### src/rtl/alu_share_arbiter.sv
// -----------------------------------------------------------------------------
// alu_share_arbiter
//   Shares one combinational ALU between two requesters. Requester 0 is the
//   pipeline EXE stage, requester 1 a secondary client (address generation or
//   debug). Arbitration is round-robin. Each operation takes three phases:
//   IDLE (accept) -> EXEC (drive the ALU for one cycle) -> RESP (hold the
//   registered result until the owning requester consumes it).
//
// Ports
//   clk, reset              : rising-edge clock, asynchronous active-high reset
//   rX_valid / rX_ready     : request handshake (ready is combinational, IDLE only)
//   rX_a, rX_b, rX_imm      : operands, sampled only at accept
//   rX_signals              : [2] source select (1 = imm), [1:0] ALU op
//   rX_rsp_valid/_ready     : response handshake for the owning requester
//   rsp_result              : registered ALU result, qualified by rX_rsp_valid
//   alu_a, alu_b, alu_op    : shared ALU inputs (latched operands)
//   alu_result              : shared ALU combinational output
//   busy                    : high whenever the state is not IDLE
//
// Optional feature (macro ALU_ARB_STATS_EN)
//   Adds grant_cnt0 / grant_cnt1: saturating 16-bit accept counters.
// -----------------------------------------------------------------------------
module alu_share_arbiter #(
  parameter int WIDTH = 16
) (
  input  logic             clk,
  input  logic             reset,
  input  logic             r0_valid,
  output logic             r0_ready,
  input  logic [WIDTH-1:0] r0_a,
  input  logic [WIDTH-1:0] r0_b,
  input  logic [WIDTH-1:0] r0_imm,
  input  logic [2:0]       r0_signals,
  output logic             r0_rsp_valid,
  input  logic             r0_rsp_ready,
  input  logic             r1_valid,
  output logic             r1_ready,
  input  logic [WIDTH-1:0] r1_a,
  input  logic [WIDTH-1:0] r1_b,
  input  logic [WIDTH-1:0] r1_imm,
  input  logic [2:0]       r1_signals,
  output logic             r1_rsp_valid,
  input  logic             r1_rsp_ready,
  output logic [WIDTH-1:0] rsp_result,
  output logic [WIDTH-1:0] alu_a,
  output logic [WIDTH-1:0] alu_b,
  output logic [1:0]       alu_op,
  input  logic [WIDTH-1:0] alu_result,
`ifdef ALU_ARB_STATS_EN
  output logic [15:0]      grant_cnt0,
  output logic [15:0]      grant_cnt1,
`endif
  output logic             busy
);

  typedef enum logic [1:0] {
    S_IDLE = 2'd0,
    S_EXEC = 2'd1,
    S_RESP = 2'd2
  } state_t;

  state_t           r_state;
  logic             r_last_grant;
  logic             r_owner;
  logic             r_busy;
  logic             r_rsp_valid0;
  logic             r_rsp_valid1;
  logic [WIDTH-1:0] r_op_a;
  logic [WIDTH-1:0] r_op_b;
  logic [WIDTH-1:0] r_result;
  logic [1:0]       r_op_code;
`ifdef ALU_ARB_STATS_EN
  logic [15:0]      r_grant_cnt0;
  logic [15:0]      r_grant_cnt1;
`endif

  logic             w_any_valid;
  logic             w_winner;
  logic             w_owner_rsp_ready;
  logic [WIDTH-1:0] w_sel_a;
  logic [WIDTH-1:0] w_sel_b;
  logic [1:0]       w_sel_op;

  // Round-robin winner: on a tie the requester that was not granted last wins.
  always_comb begin
    w_any_valid = r0_valid | r1_valid;
    if (r0_valid && r1_valid) begin
      w_winner = ~r_last_grant;
    end else if (r1_valid) begin
      w_winner = 1'b1;
    end else begin
      w_winner = 1'b0;
    end
  end

  // Operand selection for the winner, including the B/immediate source mux.
  always_comb begin
    if (w_winner) begin
      w_sel_a  = r1_a;
      w_sel_b  = r1_signals[2] ? r1_imm : r1_b;
      w_sel_op = r1_signals[1:0];
    end else begin
      w_sel_a  = r0_a;
      w_sel_b  = r0_signals[2] ? r0_imm : r0_b;
      w_sel_op = r0_signals[1:0];
    end
  end

  // Request-ready is combinational and only for the winner in IDLE; it is
  // forced low while reset is held so no handshake completes during reset.
  always_comb begin
    if (!reset && (r_state == S_IDLE)) begin
      r0_ready = r0_valid & ~w_winner;
      r1_ready = r1_valid & w_winner;
    end else begin
      r0_ready = 1'b0;
      r1_ready = 1'b0;
    end
    w_owner_rsp_ready = r_owner ? r1_rsp_ready : r0_rsp_ready;
  end

  // Arbitration FSM with registered datapath and response outputs.
  always_ff @(posedge clk or posedge reset) begin
    if (reset) begin
      r_state      <= S_IDLE;
      r_last_grant <= 1'b1;
      r_owner      <= 1'b0;
      r_busy       <= 1'b0;
      r_rsp_valid0 <= 1'b0;
      r_rsp_valid1 <= 1'b0;
      r_op_a       <= {WIDTH{1'b0}};
      r_op_b       <= {WIDTH{1'b0}};
      r_op_code    <= 2'b00;
      r_result     <= {WIDTH{1'b0}};
`ifdef ALU_ARB_STATS_EN
      r_grant_cnt0 <= 16'd0;
      r_grant_cnt1 <= 16'd0;
`endif
    end else begin
      case (r_state)
        S_IDLE: begin
          if (w_any_valid) begin
            r_op_a    <= w_sel_a;
            r_op_b    <= w_sel_b;
            r_op_code <= w_sel_op;
            r_owner   <= w_winner;
            r_busy    <= 1'b1;
            r_state   <= S_EXEC;
`ifdef ALU_ARB_STATS_EN
            if (!w_winner && (r_grant_cnt0 != 16'hFFFF)) begin
              r_grant_cnt0 <= r_grant_cnt0 + 16'd1;
            end
            if (w_winner && (r_grant_cnt1 != 16'hFFFF)) begin
              r_grant_cnt1 <= r_grant_cnt1 + 16'd1;
            end
`endif
          end
        end
        S_EXEC: begin
          r_result     <= alu_result;
          r_rsp_valid0 <= ~r_owner;
          r_rsp_valid1 <= r_owner;
          r_state      <= S_RESP;
        end
        S_RESP: begin
          // Only the owner's rsp_ready can release the response.
          if (w_owner_rsp_ready) begin
            r_rsp_valid0 <= 1'b0;
            r_rsp_valid1 <= 1'b0;
            r_busy       <= 1'b0;
            r_last_grant <= r_owner;
            r_state      <= S_IDLE;
          end
        end
        default: begin
          r_rsp_valid0 <= 1'b0;
          r_rsp_valid1 <= 1'b0;
          r_busy       <= 1'b0;
          r_state      <= S_IDLE;
        end
      endcase
    end
  end

  assign alu_a        = r_op_a;
  assign alu_b        = r_op_b;
  assign alu_op       = r_op_code;
  assign rsp_result   = r_result;
  assign r0_rsp_valid = r_rsp_valid0;
  assign r1_rsp_valid = r_rsp_valid1;
  assign busy         = r_busy;
`ifdef ALU_ARB_STATS_EN
  assign grant_cnt0   = r_grant_cnt0;
  assign grant_cnt1   = r_grant_cnt1;
`endif

endmodule

### config.mk
export PLATFORM = sky130hd
export DESIGN_NAME = alu_share_arbiter
export DESIGN_NICKNAME = d
export VERILOG_FILES = /design/src/rtl/alu_share_arbiter.sv
export SDC_FILE = /design/constraint.sdc
export NUM_CORES = 1
export LEC_CHECK = 0
export ABC_CLOCK_PERIOD_IN_PS = 6100
export CAP_MARGIN = 20
export CORE_MARGIN = 3
export CORE_UTILIZATION = 25
export CTS_CLUSTER_SIZE = 25
export DETAILED_ROUTE_END_ITERATION = 10
export GPL_ROUTABILITY_DRIVEN = 0
export MAX_ROUTING_LAYER = met4
export PLACE_DENSITY_LB_ADDON = 0.08
export SLEW_MARGIN = 20
export SYNTH_ARGS = -nofsm -noshare
export SYNTH_HDL_FRONTEND = slang
export SYNTH_SLANG_ARGS = --single-unit
export TNS_END_PERCENT = 5
### constraint.sdc
create_clock -name clk -period 6.1 [get_ports clk]
set_clock_uncertainty 0.1 [all_clocks]
set_input_delay 0.915 -clock clk [delete_from_list [all_inputs] [get_ports clk]]
set_output_delay 0.915 -clock clk [all_outputs]
set_load 0.005 [all_outputs]
==> reports/results.ini, run 1 <==
[status]
status=finished, final reports clean

[die]
die-area_mm2=0.0136
die_h_um=117
num_rows=39
initial_core_util_pct=26.2
top_level_ports=179
core_area_mm2=0.0117
horiz_die_dim_um=117

[timing]
report.final.hold_viol_count=0
setup_violations=0
layout_worst_path_cycle_share_pct=68.1
fmaxAchievable_mhz=241
drv_slew=0
worst-slew-pin-transition_ns=1.08
grt_setup_unrepaired=no
slew_headroom_pct=28.0
period_needed_ns=4.15
fin_ws_ns=1.95
aggregate_negative_setup_slack_ns=0

[place]
place.port_buffers=178
pre_cts_ws_ns=1.94
detailedPlacementHpwl_um=6410

[global_routing]
grt_max_degree=58
global_route.overflow_total=0
via_count_of_the_first_global_routing_pass=2581
first_pass_grt_wire_length_um=13700
grt_antenna_before_repair=0
global_route.usage.total_pct=13.4

[logic_synthesis]
mappedNetlistNets=338
synth_top_area_cell=sky130_fd_sc_hd__dfrtp_1
combined_area_of_all_synthesized_cells_mm2=0.00306
yosys.area.top_type_share_pct=45.8
ys_seq_elements=57
yosys_warnings=0
synthDistinctLibCells=24
ys_top_cells_by_area=sky130_fd_sc_hd__dfrtp_1 (46%), sky130_fd_sc_hd__mux2_2 (17%), sky130_fd_sc_hd__mux2i_1 (16%)
post_synth_inst_count=214
mean_instance_size_in_the_synthesized_netlist_um2=14.3
synth_seq_area_share_pct=46.7

[final_layout]
final_layout_size_suffix_gt1_share_pct=23.2
post_layout_net_count=515
commonest_non_fill_non_tap_cells_in_the_layout=sky130_fd_sc_hd__clkdlybuf4s50_1 (178), sky130_fd_sc_hd__dfrtp_1 (56), sky130_fd_sc_hd__mux2i_1 (48)
flow.area_growth_from_synthesis_pct=71.6
layout_commonest_cell=sky130_fd_sc_hd__clkdlybuf4s50_1
fin_util_pct=45.0
antenna-diode-count=0

[clocking]
clkSinkCount=57
buffers_from_clock_root_to_sink_at_most=2
cts_tree=built
worstSkewPairLatency_ns=0.32
path_clk_slew_ns=0.05
cts_setup_buffers=0
post_cts_resized=0
hold_buffers=0
root_buffer=sky130_fd_sc_hd__clkbuf_16
cts_buffers=9
cts-htree-levels=3

[drt]
detail-route-antenna-nets=0
viasPerCell=4.49
drcViolationCount=0
routed_wire_length_per_instance_um=16.6
route.vias.total=2421
firstDrtPassIters=4
dr.first_iter.drc_count=82
wl_um=8930

[power_and_ir_drop]
power_density_mw_per_mm2=424
ir_drop_v=0.000338
static-leakage-power_nw=2.24

[critical_path]
critical_path.slowest_cell=sky130_fd_sc_hd__a21boi_4
critical_path.cell_chain=clkdlybuf4s50_1 > a21boi_4 > buf_4 > nor4bb_1 > clkdlybuf4s50_1
largest_driver_fanout_on_the_critical_path=22
crit_path_start_kind=input port
data_arrival_time_of_the_critical_path_ns=3.14
cp.required_ns=5.08
criticalPathCategory=input port to primary output
critical_path.endpoint_type=primary output
critical-path-top-cell-by-count=sky130_fd_sc_hd__clkdlybuf4s50_1
slowest_delay_ns=0.66

[min_path]
hp-class=register to register

[run]
cap_viol_max_count=0

-- cells in the mapped netlist (all sizes together) --
cell and count:
a32o 2, and3 1, mux2 69, nor2 2, nor4bb 1, a31oi 1
buf 14, a21boi 1, mux2i 48, a21oi 1, inv 3, o21ai 6
nand3b 1, nand2b 4, o22a 1, nand2 1, dfrtp 56, dfstp 1
o21a 1
-- critical path, delay by kind of cell --
family,cells,cell delay (ns)
compound gates,1,0.66
buf+inv,3,1.44
simple gates,1,0.10
-- flip-flops by register name, summed over array words and instances, names as in the netlist --
name,count
alu_op,2
r_state,2
r_owner,1
r_last_grant,1
busy,1
rsp_result,16
r0_rsp_valid,1
alu_b,16
alu_a,16
r1_rsp_valid,1
-- where the power goes --
group	leakage [nW]	switching (mW)	total, mW	internal, mW
registers	0.669	0.108	0.684	0.576
logic	1.41	0.311	0.984	0.673
clock network	0.162	0.178	0.556	0.378
-- path summary, 6_finish.rpt --
check	to	depth (start not counted)	from	slack, ns
max in group asynchronous	alu_b[15]	3	reset	4.30
worst max register to register	alu_a[7]	4	r_last_grant	3.72
worst max-delay path	r0_ready	5	r0_valid	1.95
min in group asynchronous	rsp_result[12]	3	reset	1.11
worst min-delay path	rsp_result[9]	1	rsp_result[9]	0.40
worst min register to register	rsp_result[9]	1	rsp_result[9]	0.40
-- layout make-up --
class | count | area, µm²
Tap cell | 143 | 179
Timing Repair Buffer | 180 | 1800
Clock buffer | 11 | 253
Clock inverter | 5 | 77.6
Multi-Input combinational cell | 140 | 1500
Inverter | 3 | 11.3
Sequential cell | 57 | 1430
Fill cell | 1108 | 6420
-- cells by family after synthesis --
logic type | synth area share, %
AOI/OAI and AO/OA | 2.91
buffers and inverters | 4.50
and+or+nand+nor | 2.05
muxes | 43.8
DFF | 46.7
-- per-layer routing --
| layer | global-route usage, % | part of all wire (%) |
|---|---|---|
| met2 | 20.5 | 46 |
| met5 | - | 0 |
| met1 | 16.8 | 43 |
| met4 | 4.28 | 1.5 |
| met3 | 4.61 | 9.1 |
-- per-stage QoR --
step / std cells / hold slack [ns] / total power, mW / instance area [µm²]
finish: 539 / 0.401 / 2.22 / 5250
global route: 539 / 0.421 / 2.37 / 5250
CTS: 539 / 0.405 / 2.27 / 5250
detailed placement: 523 / 0.392 / 1.69 / 4910
global placement: 523 / 0.386 / 1.69 / 4910
floorplan: 214 / 0.404 / 1.18 / 3060
No activity file was read; power rests on OpenSTA's default activity.
==> inputs of run 2 (changes only) <==
- ABC_CLOCK_PERIOD_IN_PS: 6100 -> 4100
- clock period: 6.1 -> 4.1 ns (I/O delays scaled with it)
==> run 2 against run 1 <==
  * First-iteration DRC count shrank 43%
  * Worst hold slack hardly changed
  * Combinational power increased by 49%
  * Critical path depth decreased by 1
  * Register-to-register slack worse by 2.0 ns
  * Count of clock-buffer cells in the layout fell by 1
  * Highest routed layer unchanged
  * Largest cell class unchanged
  * Flip-flop and latch count unchanged
  * Die area unchanged
  * Cell count rose by 0.37%
  * Sequential power grew 49%
  * Utilization down 0.16 points
==> reports/results.ini, run 2 (synthesized netlist as in run 1, its figures left out) <==
[critical_path]
slowest_delay_ns=0.61
critical_path.endpoint_type=primary output
path_depth=4
criticalPathCategory=input port to primary output
crit_path_start_kind=input port
path_delay_family=buffers and inverters
critical_path.n_buffers_inverters=2
largest_driver_fanout_on_the_critical_path=16
cp.required_ns=3.38
ff2ff_path_depth=4
critical_path.cell_chain=clkdlybuf4s50_1 > a21boi_4 > and3_1 > clkdlybuf4s50_1
data_arrival_time_of_the_critical_path_ns=2.50
critical-path-top-cell-by-count=sky130_fd_sc_hd__clkdlybuf4s50_1
critical_path.slowest_cell=sky130_fd_sc_hd__a21boi_4

[clocking]
clkSinkCount=57
root_buffer=sky130_fd_sc_hd__clkbuf_16
buffers_from_clock_root_to_sink_at_most=2
post_cts_resized=0
worstSkewPairLatency_ns=0.32
cts_buffers=9
cts-htree-levels=3
path_clk_slew_ns=0.05
cts_setup_buffers=0
cts_tree=built
hold_buffers=0

[drt]
drcViolationCount=0
dr.first_iter.drc_count=47
detail-route-antenna-nets=0
routed_wire_length_per_instance_um=16.4
route.vias.total=2411
viasPerCell=4.46
firstDrtPassIters=4
wl_um=8880

[final_layout]
final_layout_size_suffix_gt1_share_pct=23.6
flow.area_growth_from_synthesis_pct=71.0
layout_commonest_cell=sky130_fd_sc_hd__clkdlybuf4s50_1
post_layout_net_count=517
antenna-diode-count=0
fin_cells=541
fin_util_pct=44.8
commonest_non_fill_non_tap_cells_in_the_layout=sky130_fd_sc_hd__clkdlybuf4s50_1 (178), sky130_fd_sc_hd__dfrtp_1 (56), sky130_fd_sc_hd__mux2i_1 (48)

[timing]
report.final.hold_viol_count=0
fmaxAchievable_mhz=312
layout_worst_path_cycle_share_pct=78.3
finalHoldWorstSlack_ns=0.401
period_needed_ns=3.21
grt_setup_unrepaired=no
setup_violations=0
worst-slew-pin-transition_ns=1.02
slew_headroom_pct=31.5
drv_slew=0
aggregate_negative_setup_slack_ns=0

[status]
status=finished, final reports clean

[power_and_ir_drop]
static-leakage-power_nw=2.24
power_density_mw_per_mm2=617
ir_drop_v=0.000384

[global_routing]
first_pass_grt_wire_length_um=13700
global_route.usage.total_pct=13.6
via_count_of_the_first_global_routing_pass=2698
global_route.overflow_total=0
grt_antenna_before_repair=0
grt_max_degree=58

[die]
top_level_ports=179
core_area_mm2=0.0117
die-area_mm2=0.0136
die_h_um=117
horiz_die_dim_um=117
num_rows=39
initial_core_util_pct=26.2

[min_path]
hp-class=register to register
timing.hold.worst_path_depth=1

[place]
place_inst=525
detailedPlacementHpwl_um=6540
place.port_buffers=178

[run]
cap_viol_max_count=0

-- run 2: changes by cell type in the layout (fill, tap and decap cells not counted), sizes merged --
cell / before / now
buf: 2 / 4
clkinv: 2 / 4
bufinv: 2 / 1
clkbuf: 11 / 10
-- run 2: report_power, final --
part	internal (mW)	switching (mW)	leakage (nW)
registers	0.858	0.159	0.669
clock network	0.482	0.256	0.148
logic	1.01	0.464	1.42
total	2.35	0.879	2.24
-- run 2: through the flow --
step           setup slack, ns  area, µm²  total power, mW
4_1_cts                  0.798       5230             3.30
2_1_floorplan             1.24       3060             1.75
3_5_place_dp             0.815       4930             2.52
5_1_grt                  0.749       5230             3.45
6_report                 0.890       5230             3.23
3_3_place_gp             0.852       4930             2.52
-- run 2: path summary, 6_finish.rpt --
kind / startpoint / to / slack, ns
setup / recovery: r1_valid / r1_ready / 0.89
hold / removal: rsp_result[9] / rsp_result[9] / 0.40
setup reg to reg: r_last_grant / alu_a[4] / 1.77
hold reg to reg: rsp_result[9] / rsp_result[9] / 0.40
max in group asynchronous: reset / alu_b[15] / 2.60
min in group asynchronous: reset / r_state[0] / 0.80
-- run 2: metal layers --
metal,routed length [µm],vias to the layer above,GRT usage (%)
li1,-,1138,-
met1,3820,1168,16.1
met2,4330,98,22.3
met3,629,7,3.11
met4,99,0,5.28
met5,0,-,-
-- run 2: area by class of cell --
class                           count  area [µm²]
Clock buffer                       10         239
Multi-Input combinational cell    140        1500
Sequential cell                    57        1430
Timing Repair Buffer              182        1810
Clock inverter                      6        57.6
Inverter                            3        11.3
Fill cell                        1122        6440
Tap cell                          143         179
-- run 2: worst reg2reg max path, delay by kind of cell (launching register included) --
family | cells | cell delay (ns)
buf+inv | 1 | 0.49
flops | 1 | 0.39
mux | 2 | 0.65
compound gates | 1 | 0.58
